==> config.mk <==
export PLATFORM = sky130hd
export DESIGN_NAME = dmem_ctrl
export DESIGN_NICKNAME = d
export VERILOG_FILES = /design/src/rtl/dmem_ctrl_pkg.sv /design/src/rtl/dmem_lane_align.sv /design/src/rtl/dmem_ctrl.sv
export SDC_FILE = /design/constraint.sdc
export NUM_CORES = 1
export LEC_CHECK = 0
export ABC_AREA = 0
export CORE_UTILIZATION = 45
export CTS_BUF_LIST = sky130_fd_sc_hd__clkbuf_4 sky130_fd_sc_hd__clkbuf_8
export CTS_CLUSTER_SIZE = 25
export DETAILED_ROUTE_END_ITERATION = 10
export PLACE_DENSITY = 0.78
export SLEW_MARGIN = 20
export SYNTH_ARGS = -nofsm -noshare
export SYNTH_HDL_FRONTEND = slang
export SYNTH_HIERARCHICAL = 1
export SYNTH_SLANG_ARGS = --single-unit
==> constraint.sdc <==
create_clock -name i_Clk -period 1.95 [get_ports i_Clk]
set_input_delay 0.4875 -clock i_Clk [delete_from_list [all_inputs] [get_ports i_Clk]]
set_output_delay 0.4875 -clock i_Clk [all_outputs]
set_load 0.05 [all_outputs]
==> src/rtl/dmem_ctrl_pkg.sv <==
// dmem_ctrl_pkg: shared encodings and lane helpers for the data-memory sequencer.
//   - SIZE_B/H/W : request size encodings (2'b11 is illegal)
//   - dmem_state_e : sequencer FSM states
//   - DMEM_ERR : value of the response error flag for misaligned/illegal accesses
//   - is_misaligned / lane_shift / lane_mask : lane-index helpers
package dmem_ctrl_pkg;

    localparam logic [1:0] SIZE_B = 2'b00;
    localparam logic [1:0] SIZE_H = 2'b01;
    localparam logic [1:0] SIZE_W = 2'b10;

    localparam logic DMEM_ERR = 1'b1;

    typedef enum logic [1:0] {
        StIdle   = 2'b00,
        StAccess = 2'b01,
        StWrite  = 2'b10,
        StResp   = 2'b11
    } dmem_state_e;

    // Illegal size encodings are reported the same way as misalignment.
    function automatic logic is_misaligned(input logic [1:0] size, input logic [1:0] addr_lo);
        logic mis;
        case (size)
            SIZE_B:  mis = 1'b0;
            SIZE_H:  mis = addr_lo[0];
            SIZE_W:  mis = |addr_lo;
            default: mis = 1'b1;
        endcase
        return mis;
    endfunction

    // Bit offset of the addressed lane inside the word. Halfwords only use lanes 0/2.
    function automatic logic [4:0] lane_shift(input logic [1:0] size, input logic [1:0] addr_lo);
        logic [4:0] sh;
        case (size)
            SIZE_B:  sh = {addr_lo, 3'b000};
            SIZE_H:  sh = {addr_lo[1], 4'b0000};
            default: sh = 5'd0;
        endcase
        return sh;
    endfunction

    // Bit mask covering the addressed lane(s); word and illegal sizes cover everything.
    function automatic logic [31:0] lane_mask(input logic [1:0] size, input logic [1:0] addr_lo);
        logic [31:0] m;
        case (size)
            SIZE_B:  m = 32'h0000_00ff << lane_shift(size, addr_lo);
            SIZE_H:  m = 32'h0000_ffff << lane_shift(size, addr_lo);
            default: m = 32'hffff_ffff;
        endcase
        return m;
    endfunction

endpackage

==> src/rtl/dmem_lane_align.sv <==
// dmem_lane_align: combinational lane steering for loads and read-modify-write stores.
// Ports:
//   word_i      : word read from RAM
//   addr_lo_i   : byte address bits [1:0]
//   size_i      : access size (SIZE_B/H/W)
//   unsigned_i  : 1 = zero-extend loads, 0 = sign-extend
//   wdata_i     : right-justified store data
//   load_data_o : addressed lane, extended to 32 bits
//   store_word_o: word_i with the addressed lane(s) replaced by wdata_i
module dmem_lane_align
    import dmem_ctrl_pkg::*;
(
    input  logic [31:0] word_i,
    input  logic [1:0]  addr_lo_i,
    input  logic [1:0]  size_i,
    input  logic        unsigned_i,
    input  logic [31:0] wdata_i,
    output logic [31:0] load_data_o,
    output logic [31:0] store_word_o
);

    logic [4:0]  shamt;
    logic [31:0] shifted;
    logic [31:0] mask;
    logic [31:0] wdata_pos;

    always_comb begin
        shamt   = lane_shift(size_i, addr_lo_i);
        shifted = word_i >> shamt;
        mask    = lane_mask(size_i, addr_lo_i);

        case (size_i)
            SIZE_B: begin
                load_data_o = unsigned_i ? {24'd0, shifted[7:0]}
                                         : {{24{shifted[7]}}, shifted[7:0]};
                wdata_pos   = {24'd0, wdata_i[7:0]} << shamt;
            end
            SIZE_H: begin
                load_data_o = unsigned_i ? {16'd0, shifted[15:0]}
                                         : {{16{shifted[15]}}, shifted[15:0]};
                wdata_pos   = {16'd0, wdata_i[15:0]} << shamt;
            end
            default: begin
                load_data_o = word_i;
                wdata_pos   = wdata_i;
            end
        endcase

        store_word_o = (word_i & ~mask) | (wdata_pos & mask);
    end

endmodule

==> src/rtl/dmem_ctrl.sv <==
// dmem_ctrl: one-at-a-time load/store sequencer between the MEM stage and a word-only RAM.
// Sub-word stores are done as read-modify-write; loads are lane-aligned and extended.
// Ports:
//   i_Clk, i_reset          : clock, synchronous active-low reset
//   i_req_* / o_req_ready   : request channel (accepted only in IDLE)
//   o_rsp_* / i_rsp_ready   : response channel (rdata, err)
//   o_ram_we/w_addr/w_data  : RAM write port (word-aligned address)
//   o_ram_r_addr/i_ram_r_data : RAM read port, combinational read data
module dmem_ctrl
    import dmem_ctrl_pkg::*;
#(
    parameter int unsigned ADDR_W = 32,
    parameter int unsigned DATA_W = 32
) (
    input  logic              i_Clk,
    input  logic              i_reset,
    input  logic              i_req_valid,
    output logic              o_req_ready,
    input  logic              i_req_we,
    input  logic [1:0]        i_req_size,
    input  logic              i_req_unsigned,
    input  logic [ADDR_W-1:0] i_req_addr,
    input  logic [DATA_W-1:0] i_req_wdata,
    output logic              o_rsp_valid,
    input  logic              i_rsp_ready,
    output logic [DATA_W-1:0] o_rsp_rdata,
    output logic              o_rsp_err,
    output logic              o_ram_we,
    output logic [ADDR_W-1:0] o_ram_w_addr,
    output logic [DATA_W-1:0] o_ram_w_data,
    output logic [ADDR_W-1:0] o_ram_r_addr,
    input  logic [DATA_W-1:0] i_ram_r_data
);

    dmem_state_e       state_q, state_d;
    logic              we_q, we_d;
    logic [1:0]        size_q, size_d;
    logic              uns_q, uns_d;
    logic [ADDR_W-1:0] addr_q, addr_d;
    logic [DATA_W-1:0] wdata_q, wdata_d;
    logic [DATA_W-1:0] rdata_q, rdata_d;
    logic              err_q, err_d;
    logic [DATA_W-1:0] wword_q, wword_d;

    logic [DATA_W-1:0] load_data;
    logic [DATA_W-1:0] store_word;

    dmem_lane_align u_lane_align (
        .word_i       (i_ram_r_data),
        .addr_lo_i    (addr_q[1:0]),
        .size_i       (size_q),
        .unsigned_i   (uns_q),
        .wdata_i      (wdata_q),
        .load_data_o  (load_data),
        .store_word_o (store_word)
    );

    always_comb begin
        state_d = state_q;
        we_d    = we_q;
        size_d  = size_q;
        uns_d   = uns_q;
        addr_d  = addr_q;
        wdata_d = wdata_q;
        rdata_d = rdata_q;
        err_d   = err_q;
        wword_d = wword_q;

        o_req_ready = (state_q == StIdle);
        o_rsp_valid = (state_q == StResp);
        o_ram_we    = (state_q == StWrite);

        case (state_q)
            StIdle: begin
                if (i_req_valid) begin
                    we_d    = i_req_we;
                    size_d  = i_req_size;
                    uns_d   = i_req_unsigned;
                    addr_d  = i_req_addr;
                    wdata_d = i_req_wdata;
                    // Stores and errors answer with zero data.
                    rdata_d = '0;
                    if (is_misaligned(i_req_size, i_req_addr[1:0])) begin
                        err_d   = DMEM_ERR;
                        state_d = StResp;
                    end else begin
                        err_d   = 1'b0;
                        state_d = StAccess;
                    end
                end
            end
            StAccess: begin
                if (we_q) begin
                    wword_d = store_word;
                    state_d = StWrite;
                end else begin
                    rdata_d = load_data;
                    state_d = StResp;
                end
            end
            StWrite: begin
                state_d = StResp;
            end
            StResp: begin
                if (i_rsp_ready) begin
                    state_d = StIdle;
                end
            end
            default: begin
                state_d = StIdle;
            end
        endcase
    end

    // Both RAM addresses come straight from the latched request; outside ACCESS the
    // read address simply holds it.
    assign o_ram_r_addr = {addr_q[ADDR_W-1:2], 2'b00};
    assign o_ram_w_addr = {addr_q[ADDR_W-1:2], 2'b00};
    assign o_ram_w_data = wword_q;
    assign o_rsp_rdata  = rdata_q;
    assign o_rsp_err    = err_q;

    always_ff @(posedge i_Clk) begin
        if (!i_reset) begin
            state_q <= StIdle;
            we_q    <= 1'b0;
            size_q  <= 2'b00;
            uns_q   <= 1'b0;
            addr_q  <= '0;
            wdata_q <= '0;
            rdata_q <= '0;
            err_q   <= 1'b0;
            wword_q <= '0;
        end else begin
            state_q <= state_d;
            we_q    <= we_d;
            size_q  <= size_d;
            uns_q   <= uns_d;
            addr_q  <= addr_d;
            wdata_q <= wdata_d;
            rdata_q <= rdata_d;
            err_q   <= err_d;
            wword_q <= wword_d;
        end
    end

endmodule

==> results of run 1 <==
-- routing by layer --
| metal | up-vias | track usage (%) | share of wire (%) | routed length [um] |
|---|---|---|---|---|
| met5 | - | 0 | 0 | 0 |
| met4 | 0 | 8.21 | 2.3 | 501 |
| met3 | 34 | 5.33 | 7.7 | 1700 |
| met2 | 310 | 43.2 | 48 | 10600 |
| met1 | 3309 | 34.9 | 42 | 9360 |
| li1 | 3462 | - | - | - |
-- metrics by stage --
stage                     area [um^2]  setup TNS (ps)  util, %  hold slack (ps)  instances
after floorplan                  7330               0        -              440        938
after global placement           9330          -15190     58.7              445       1297
after detailed placement         9330          -16500     58.7              447       1297
after CTS                        9880               0     62.2              416       1335
after global routing             9950            -212     62.6              438       1341
final                            9950               0     62.6              437       1341
-- worst max-delay path: stages (launching register included) --
cell      delay (ps)
dfxtp_1          340
nor2b_4          250
buf_6            170
nor3b_4          220
buf_4            160
a221oi_4          60
buf_12           170
o21ai_0          170
nand3_1          100
mux2i_1          180
-- synth_stat cells, drive strengths merged --
cell / count / area share, %
mux2i: 41 / 5.6
a211oi: 8 / 0.82
a22o: 2 / 0.24
a21o: 1 / 0.10
nand2: 273 / 14
a221o: 9 / 1.2
nor3: 1 / 0.22
o31ai: 1 / 0.10
o211ai: 2 / 0.21
nand4b: 1 / 0.12
a221oi: 1 / 0.36
conb: 1 / 0.051
and2b: 1 / 0.10
a22oi: 14 / 1.4
or4: 1 / 0.10
or3: 1 / 0.086
a21boi: 100 / 10
dfxtp: 135 / 37
o21ai: 42 / 2.9
nor2b: 13 / 1.1
ha: 4 / 0.68
or2: 7 / 0.60
buf: 97 / 9.2
mux2: 9 / 1.4
nor3b: 3 / 0.60
and2: 2 / 0.17
and3: 1 / 0.086
o221ai: 9 / 1.2
inv: 3 / 0.15
nand2b: 3 / 0.26
nor2: 15 / 0.77
a211o: 8 / 0.96
o21bai: 1 / 0.10
clkbuf: 44 / 2.3
nand3: 34 / 2.3
a21oi: 47 / 3.2
-- logic make-up (layout without fill, tap and decap cells) --
logic type / after synthesis / after routing
and+or+nand+nor: 356 / 356
AOI/OAI and AO/OA: 245 / 246
buffers and inverters: 144 / 329
DFF: 135 / 135
muxes: 50 / 50
adders and majority gates: 4 / 4
other: 1 / 5
-- path summary, 6_finish.rpt --
check                           slack, ps         endpoint
worst max-delay path                   50  o_rsp_rdata[15]
worst max register to register         50  o_rsp_rdata[15]
worst min register to register        460   o_rsp_rdata[5]
worst min-delay path                  440       addr_q[18]
-- registers in the layout, summed over array words and instances, names as in the netlist --
signal,cells
addr_q,32
o_ram_w_data,32
o_rsp_rdata,32
wdata_q,32
size_q,2
state_q,2
o_rsp_err,1
uns_q,1
we_q,1
-- power by group through the flow --
stage          Sequential, W  Clock [W]  Combinational [W]
2_1_floorplan        0.00400          0            0.00397
3_3_place_gp         0.00359          0            0.00589
3_5_place_dp         0.00360          0            0.00594
4_1_cts              0.00354    0.00279            0.00605
5_1_grt              0.00359    0.00288            0.00655
6_report             0.00354    0.00274            0.00615
-- cell type report --
type / instances / area [um^2] / area share, %
diodes: 1 / 2.50 / 0.0251
clock buffers: 23 / 298 / 2.99
clock inverters: 9 / 170 / 1.71
inverters: 3 / 11.3 / 0.113
multi-input cells: 660 / 3850 / 38.7
flip-flops and latches: 135 / 2700 / 27.2
well taps: 216 / 270 / 2.72
repair buffers: 294 / 2640 / 26.5
-- repair_timing --
action | in CTS | in global routing
gates cloned | 1 | 0
pin swaps | 2 | 0
setup buffers | 5 | 5
endpoints found under the setup margin | 40 | 26
hold buffers | 0 | 0
resized for setup | 15 | 10
==> impl_metrics.toml, run 1 <==
[status]
outcome = "complete, no violations"

[hold_path]
hold_path.class = "in -> reg"
hp-start = "i_reset"
hold-path-cell-count = 2

[setup_path]
crit_type = "reg -> reg"
cp.required_ps = 2320
end_kind = "flop"
reg2reg_depth = 9
worst-path-max-fanout = 12
r2r-start = "addr_q[0]"
startpoint = "addr_q[0]"
timing.critical_path.arrival_ps = 2270
startpoint_type = "flop"

[sta]
setup_slack_ps = 52.6
rsz0062_at_grt = "true"
finalSetupViolations = 0
fin_skew_ps = 10.2
fin_crit_sh_pct = 97.3
period_needed_ps = 1900
clock.fmax_ghz = 0.527
slew_viol_final = 0
final-hold-violation-count = 0

[finish]
nFillCells = 1436
synthToLayoutAreaGrowth_pct = 35.9
final_nets = 1219
final_cell_mix = "nand2_1, buf_4, dfxtp_1"
drive_above_1_share_pct = 22.5
final_common_cell = "nand2_1"

[yosys]
ys_seq_area_share_pct = 36.9
synth_fa_ha_area_share_pct = 0.684
syn_area_um2 = 7320
avgSynthCellArea_um2 = 7.83
yosys_warnings = 6
ys_seq_elements = 135
syn_inst = 935
synthSimpleGateAreaFrac_pct = 20.6
synth_top_family_by_area = "compound AO/OA/AOI/OAI gates"
netlist-cell-type-count = 45
yosys.area_share.xor_xnor_pct = 0
synth_mux_area_share_pct = 7.04
synth_compound_area_share_pct = 23.1

[routing]
dr_total_vias = 7115
routed_wirelength_um = 22200
drcViolationCount = 0
drt_iter0_markers = 682
firstDrtPassIters = 5
routed_via_density = 5.31
routedWlPerCell_um = 16.6
ant_nets = 0

[die]
io_pins = 236
die_area_um2 = 16800
fp.dieH_um = 130
fp-row-count = 46
fp.dieW_um = 130
initial_core_util_pct = 46.1
core_um2 = 15900

[cts]
cts-htree-levels = 4
clkSlewWorstSetupHoldPaths_ps = 80
root_buffer = "clkbuf_8"
cts_tree = "done"
clk_latency_ps = 450
cts_buffers = 17
clockBufferDepth = 2
cts.sinks = 135

[pwr]
internal_power_w = 0.00717
p_leak_nw = 4.01
swShare_pct = 42.3
clock_power_share_pct = 22.0
pwr-share-comb_pct = 49.5
power_w = 0.0124
power_density_nw_per_um2 = 1250
max-vdd-ir-drop_mv = 0.716
p_switching_w = 0.00525
p_seq_share_pct = 28.5

[placed_design]
place_ws_ps = -738
io_buffers = 231
gp_congestion = 0.903
dp_hpwl_um = 16200

[global_route]
grt_pass1_vias = 6389
grtUsageTotal_pct = 26.4
grt-ovfl-total = 0
grt_max_degree = 46
grt_pass1_wl_um = 33900
antenna_found_initial = 1

[flow_run]
max_cap_viol_count = 0
(Power assumes the default switching activity.)
==> run 2: changes to the inputs <==
--- a/config.mk
+++ b/config.mk
@@ -11,6 +11,7 @@
 export CTS_CLUSTER_SIZE = 25
 export DETAILED_ROUTE_END_ITERATION = 10
 export PLACE_DENSITY = 0.78
+export REMOVE_ABC_BUFFERS = 1
 export SLEW_MARGIN = 20
 export SYNTH_ARGS = -nofsm -noshare
 export SYNTH_HDL_FRONTEND = slang
==> run 2 against run 1 <==
- final cell count shrank 0.45%
- register-to-register slack is essentially flat
- combinational power grew 0.7%
- clock power shrank 3%
==> impl_metrics.toml, run 2 (synthesis gave the netlist of run 1 again) <==
[status]
outcome = "complete, no violations"

[setup_path]
cp_num_buf_inv = 2
crit_type = "reg -> reg"
end_kind = "flop"
startpoint_type = "flop"
cp.required_ps = 2290
r2r_setup_slack_ps = 40
crit_path_max_incr_delay_ps = 350
path_depth = 8
worst-path-max-fanout = 6
timing.critical_path.arrival_ps = 2250
critical_path.slowest_cell = "dfxtp_2"
critical-path-top-delay-family = "multiplexers"
path_cells = "nor2b_4 -> mux2_4 -> a221oi_4 -> buf_12 -> clkbuf_16 -> o21ai_0 -> nand3_1 -> mux2i_1"
reg2reg_to = "o_rsp_rdata[14]"
reg2reg_depth = 8
r2r-start = "addr_q[0]"

[die]
fp.dieW_um = 130
fp.dieH_um = 130
die_area_um2 = 16800
core_um2 = 15900
initial_core_util_pct = 46.1
io_pins = 236
fp-row-count = 46

[sta]
clock.fmax_ghz = 0.523
final-hold-violation-count = 0
slew_viol_final = 0
setup_slack_ps = 39.6
finalSetupViolations = 0
whs_ps = 443
period_needed_ps = 1910
fin_skew_ps = 13.4
fin_crit_sh_pct = 98.0

[finish]
synthToLayoutAreaGrowth_pct = 35.4
diodes = 0
drive_above_1_share_pct = 22.6
final_cell_mix = "nand2_1, buf_4, dfxtp_1"
nFillCells = 1403
final_nets = 1214
fin_cells = 1335
final_common_cell = "nand2_1"

[cts]
root_buffer = "clkbuf_8"
cts.sinks = 135
cts_buffers = 17
clk_latency_ps = 460
cts-htree-levels = 4
clkSlewWorstSetupHoldPaths_ps = 80
cts_tree = "done"
clockBufferDepth = 2

[placed_design]
gp_congestion = 0.877
place_ws_ps = -263
io_buffers = 231
placed_cells = 1298
dp_hpwl_um = 15000

[global_route]
grt_max_degree = 53
grt_pass1_vias = 6278
antenna_found_initial = 0
grt-ovfl-total = 0
grt_pass1_wl_um = 32600
grtUsageTotal_pct = 25.3

[hold_path]
hold-path-cell-count = 2
worstHoldEndpoint = "addr_q[23]"
hold_path.class = "in -> reg"
hp-start = "i_reset"

[routing]
routed_via_density = 5.31
ant_nets = 0
dr_total_vias = 7086
firstDrtPassIters = 5
routed_wirelength_um = 21400
drcViolationCount = 0
routedWlPerCell_um = 16.0
drt_iter0_markers = 553

[pwr]
p_leak_nw = 3.95
power_w = 0.0124
max-vdd-ir-drop_mv = 0.675
power_density_nw_per_um2 = 1250

[flow_run]
max_cap_viol_count = 0
## run 2: routing by layer
metal / vias to the layer above / share of wire (%) / global-route usage [%]
li1: 3461 / - / -
met1: 3294 / 42 / 31.7
met2: 292 / 48 / 42.0
met3: 39 / 7.3 / 6.48
met4: 0 / 2.5 / 9.17
met5: - / 0 / 0
## run 2: report_power, final
part           total [W]  internal (W)  switching [W]
Clock            0.00266       0.00153        0.00113
Combinational    0.00619       0.00238        0.00381
Sequential       0.00355       0.00321       0.000343
Total             0.0124       0.00712        0.00529
## run 2: cell type report
type	count	area [um^2]	area share, %
well taps	216	270	2.73
clock inverters	11	169	1.70
flip-flops and latches	135	2710	27.3
clock buffers	21	289	2.92
multi-input cells	659	3810	38.4
inverters	3	11.3	0.114
repair buffers	290	2660	26.8
## run 2: per-stage QoR
stage          TNS (ps)  util [%]  cell area, um^2
2_1_floorplan   -108890         -             6490
3_3_place_gp      -3240      58.8             9350
3_5_place_dp      -5020      58.8             9350
4_1_cts               0      61.8             9810
5_1_grt           -75.9      62.4             9910
6_report              0      62.4             9910
## run 2: worst register-to-register path: stages, from the launching register on
cell       delay (ps)
dfxtp_2           350
nor2b_4           220
mux2_4            350
a221oi_4          290
buf_12            160
clkbuf_16         140
o21ai_0           100
nand3_1           120
mux2i_1            80
## run 2: how the worst max path moves through the flow
stage	slack (ps)	from	to
2_1_floorplan	-1200	size_q[1]	o_rsp_rdata[10]
4_1_cts	2	state_q[0]	o_req_ready
6_report	40	addr_q[0]	o_rsp_rdata[14]
3_3_place_gp	-170	i_ram_r_data[7]	o_rsp_rdata[10]
3_5_place_dp	-260	i_ram_r_data[7]	o_rsp_rdata[8]
5_1_grt	-50	addr_q[0]	o_rsp_rdata[14]
## run 2: repair_timing
action / 4_1_cts / 5_1_grt
pin swaps: 0 / 1
gates resized for setup: 3 / 7
hold buffers: 0 / 0
gates cloned: 0 / 2
buffers inserted: 0 / 3
setup endpoints to repair: 1 / 32
==> run 3: changes to the inputs <==
--- a/config.mk
+++ b/config.mk
@@ -10,8 +10,8 @@
 export CTS_BUF_LIST = sky130_fd_sc_hd__clkbuf_4 sky130_fd_sc_hd__clkbuf_8
 export CTS_CLUSTER_SIZE = 25
 export DETAILED_ROUTE_END_ITERATION = 10
+export GPL_TIMING_DRIVEN = 0
 export PLACE_DENSITY = 0.78
-export REMOVE_ABC_BUFFERS = 1
 export SLEW_MARGIN = 20
 export SYNTH_ARGS = -nofsm -noshare
 export SYNTH_HDL_FRONTEND = slang
==> run 3 against run 2 <==
- global-route usage increased by 3.0 points
- total power decreased by 0.43%
- sequential share of layout area decreased by 1.1 points
- largest power group unchanged
- largest cell class unchanged
- final area increased by 4.2%
- clock skew decreased by 2.9 ps
- highest routed layer unchanged
- sequential power about the same
- die area unchanged
==> impl_metrics.toml, run 3 (synthesis gave the netlist of run 1 again) <==
[sta]
fin_crit_sh_pct = 99.1
rsz0062_at_grt = "true"
slew_viol_final = 0
final-hold-violation-count = 0
setup_slack_ps = 18.4
tightest_slew_ps = 630
period_needed_ps = 1930
fin_skew_ps = 10.5
max-slew-margin-rel_pct = 58.0
clock.fmax_ghz = 0.518
finalSetupViolations = 0

[finish]
seq_area_um2 = 2710
post-route-util_pct = 65.0
diodes = 0
final_common_cell = "nand2_1"
nFillCells = 1462
fin_cells = 1427
synthToLayoutAreaGrowth_pct = 41.1
final_nets = 1306
drive_above_1_share_pct = 17.5
multi_input_area_um2 = 3830
final_cell_mix = "nand2_1, dfxtp_1, clkdlybuf4s50_1"

[setup_path]
path_cells = "clkdlybuf4s50_1 -> mux2i_1 -> nor3b_4 -> clkbuf_4 -> a21oi_1 -> o21ai_1 -> nand3_1 -> mux2i_1"
crit_type = "in -> reg"
end_kind = "flop"
timing.critical_path.arrival_ps = 2310
critical_path.slowest_cell = "clkdlybuf4s50_1"
crit_path_max_incr_delay_ps = 610
crit_top_cell = "mux2i_1"
startpoint_type = "input port"
worst-path-max-fanout = 10
cp.required_ps = 2320

[die]
core_um2 = 15900
fp.dieW_um = 130
die_area_um2 = 16800
initial_core_util_pct = 46.1
io_pins = 236
fp-row-count = 46
fp.dieH_um = 130

[placed_design]
gp_congestion = 0.969
placed_cells = 1384
io_buffers = 230
dp_hpwl_um = 18300
place_ws_ps = -643

[routing]
routed_via_density = 5.25
dr_total_vias = 7485
routedWlPerCell_um = 16.8
firstDrtPassIters = 6
ant_nets = 0
drt_iter0_markers = 691
routed_wirelength_um = 24000
drcViolationCount = 0

[global_route]
grt_pass1_vias = 6690
grtUsageTotal_pct = 28.3
antenna_found_initial = 0
grt_pass1_wl_um = 35800
grt_max_degree = 20
grt-ovfl-total = 0

[pwr]
max-vdd-ir-drop_mv = 0.600
p_leak_nw = 4.34
power_density_nw_per_um2 = 1200

[cts]
cts_buffers = 17
clkSlewWorstSetupHoldPaths_ps = 80
cts.sinks = 135
cts_tree = "done"
root_buffer = "clkbuf_8"
clk_latency_ps = 460
clockBufferDepth = 2
cts-htree-levels = 4

[hold_path]
hold_path.class = "reg -> reg"

[status]
outcome = "complete, no violations"

[flow_run]
max_cap_viol_count = 0
run 3: critical path, delay by kind of cell:
family	cells	cell delay (ps)
buf+inv	2	860
simple gates	2	400
mux	2	350
compound gates	2	210
run 3: timing repair:
item / 4_1_cts / 5_1_grt
hold buffers: 0 / 0
cloned: 1 / 0
gates resized for setup: 197 / 84
pin swaps: 3 / 2
buffers inserted: 6 / 7
endpoints found under the setup margin: 181 / 99
run 3: layout make-up:
cell class	instances	share of cell area, %
multi-input combinational	659	37.1
sequential	135	26.3
timing repair buffer	244	21.4
buffer	138	8.48
tap	216	2.62
clock buffer	20	2.60
clock inverter	12	1.47
inverter	3	0.109
run 3: layer usage:
metal	share of wire, %	up-vias	GRT usage, %
met5	0	-	0
met4	3.4	0	12.4
met3	8.5	67	4.71
met2	47	356	46.1
met1	41	3434	37.1
li1	-	3628	-
run 3: final timing paths:
kind / startpoint / cells past startpoint / slack [ps] / endpoint
max: i_ram_r_data[31] / 8 / 20 / o_rsp_rdata[31]
min: o_rsp_rdata[18] / 2 / 460 / o_rsp_rdata[18]
min reg2reg: o_rsp_rdata[18] / 2 / 460 / o_rsp_rdata[18]
max reg2reg: size_q[0] / 7 / 50 / o_rsp_rdata[25]
run 3: metrics by stage:
stage | cell area (um^2) | hold slack (ps) | TNS [ps] | power, W
2_1_floorplan | 7330 | 440 | 0 | 0.00796
3_3_place_gp | 9900 | 444 | -22020 | 0.00971
3_5_place_dp | 9900 | 447 | -25050 | 0.00979
4_1_cts | 10300 | 457 | 0 | 0.0121
5_1_grt | 10300 | 475 | -203 | 0.0130
6_report | 10300 | 456 | 0 | 0.0123
run 3: where the power goes:
group / switching [W] / internal, W
Combinational: 0.00396 / 0.00237
Clock: 0.00113 / 0.00134
Sequential: 0.000335 / 0.00321
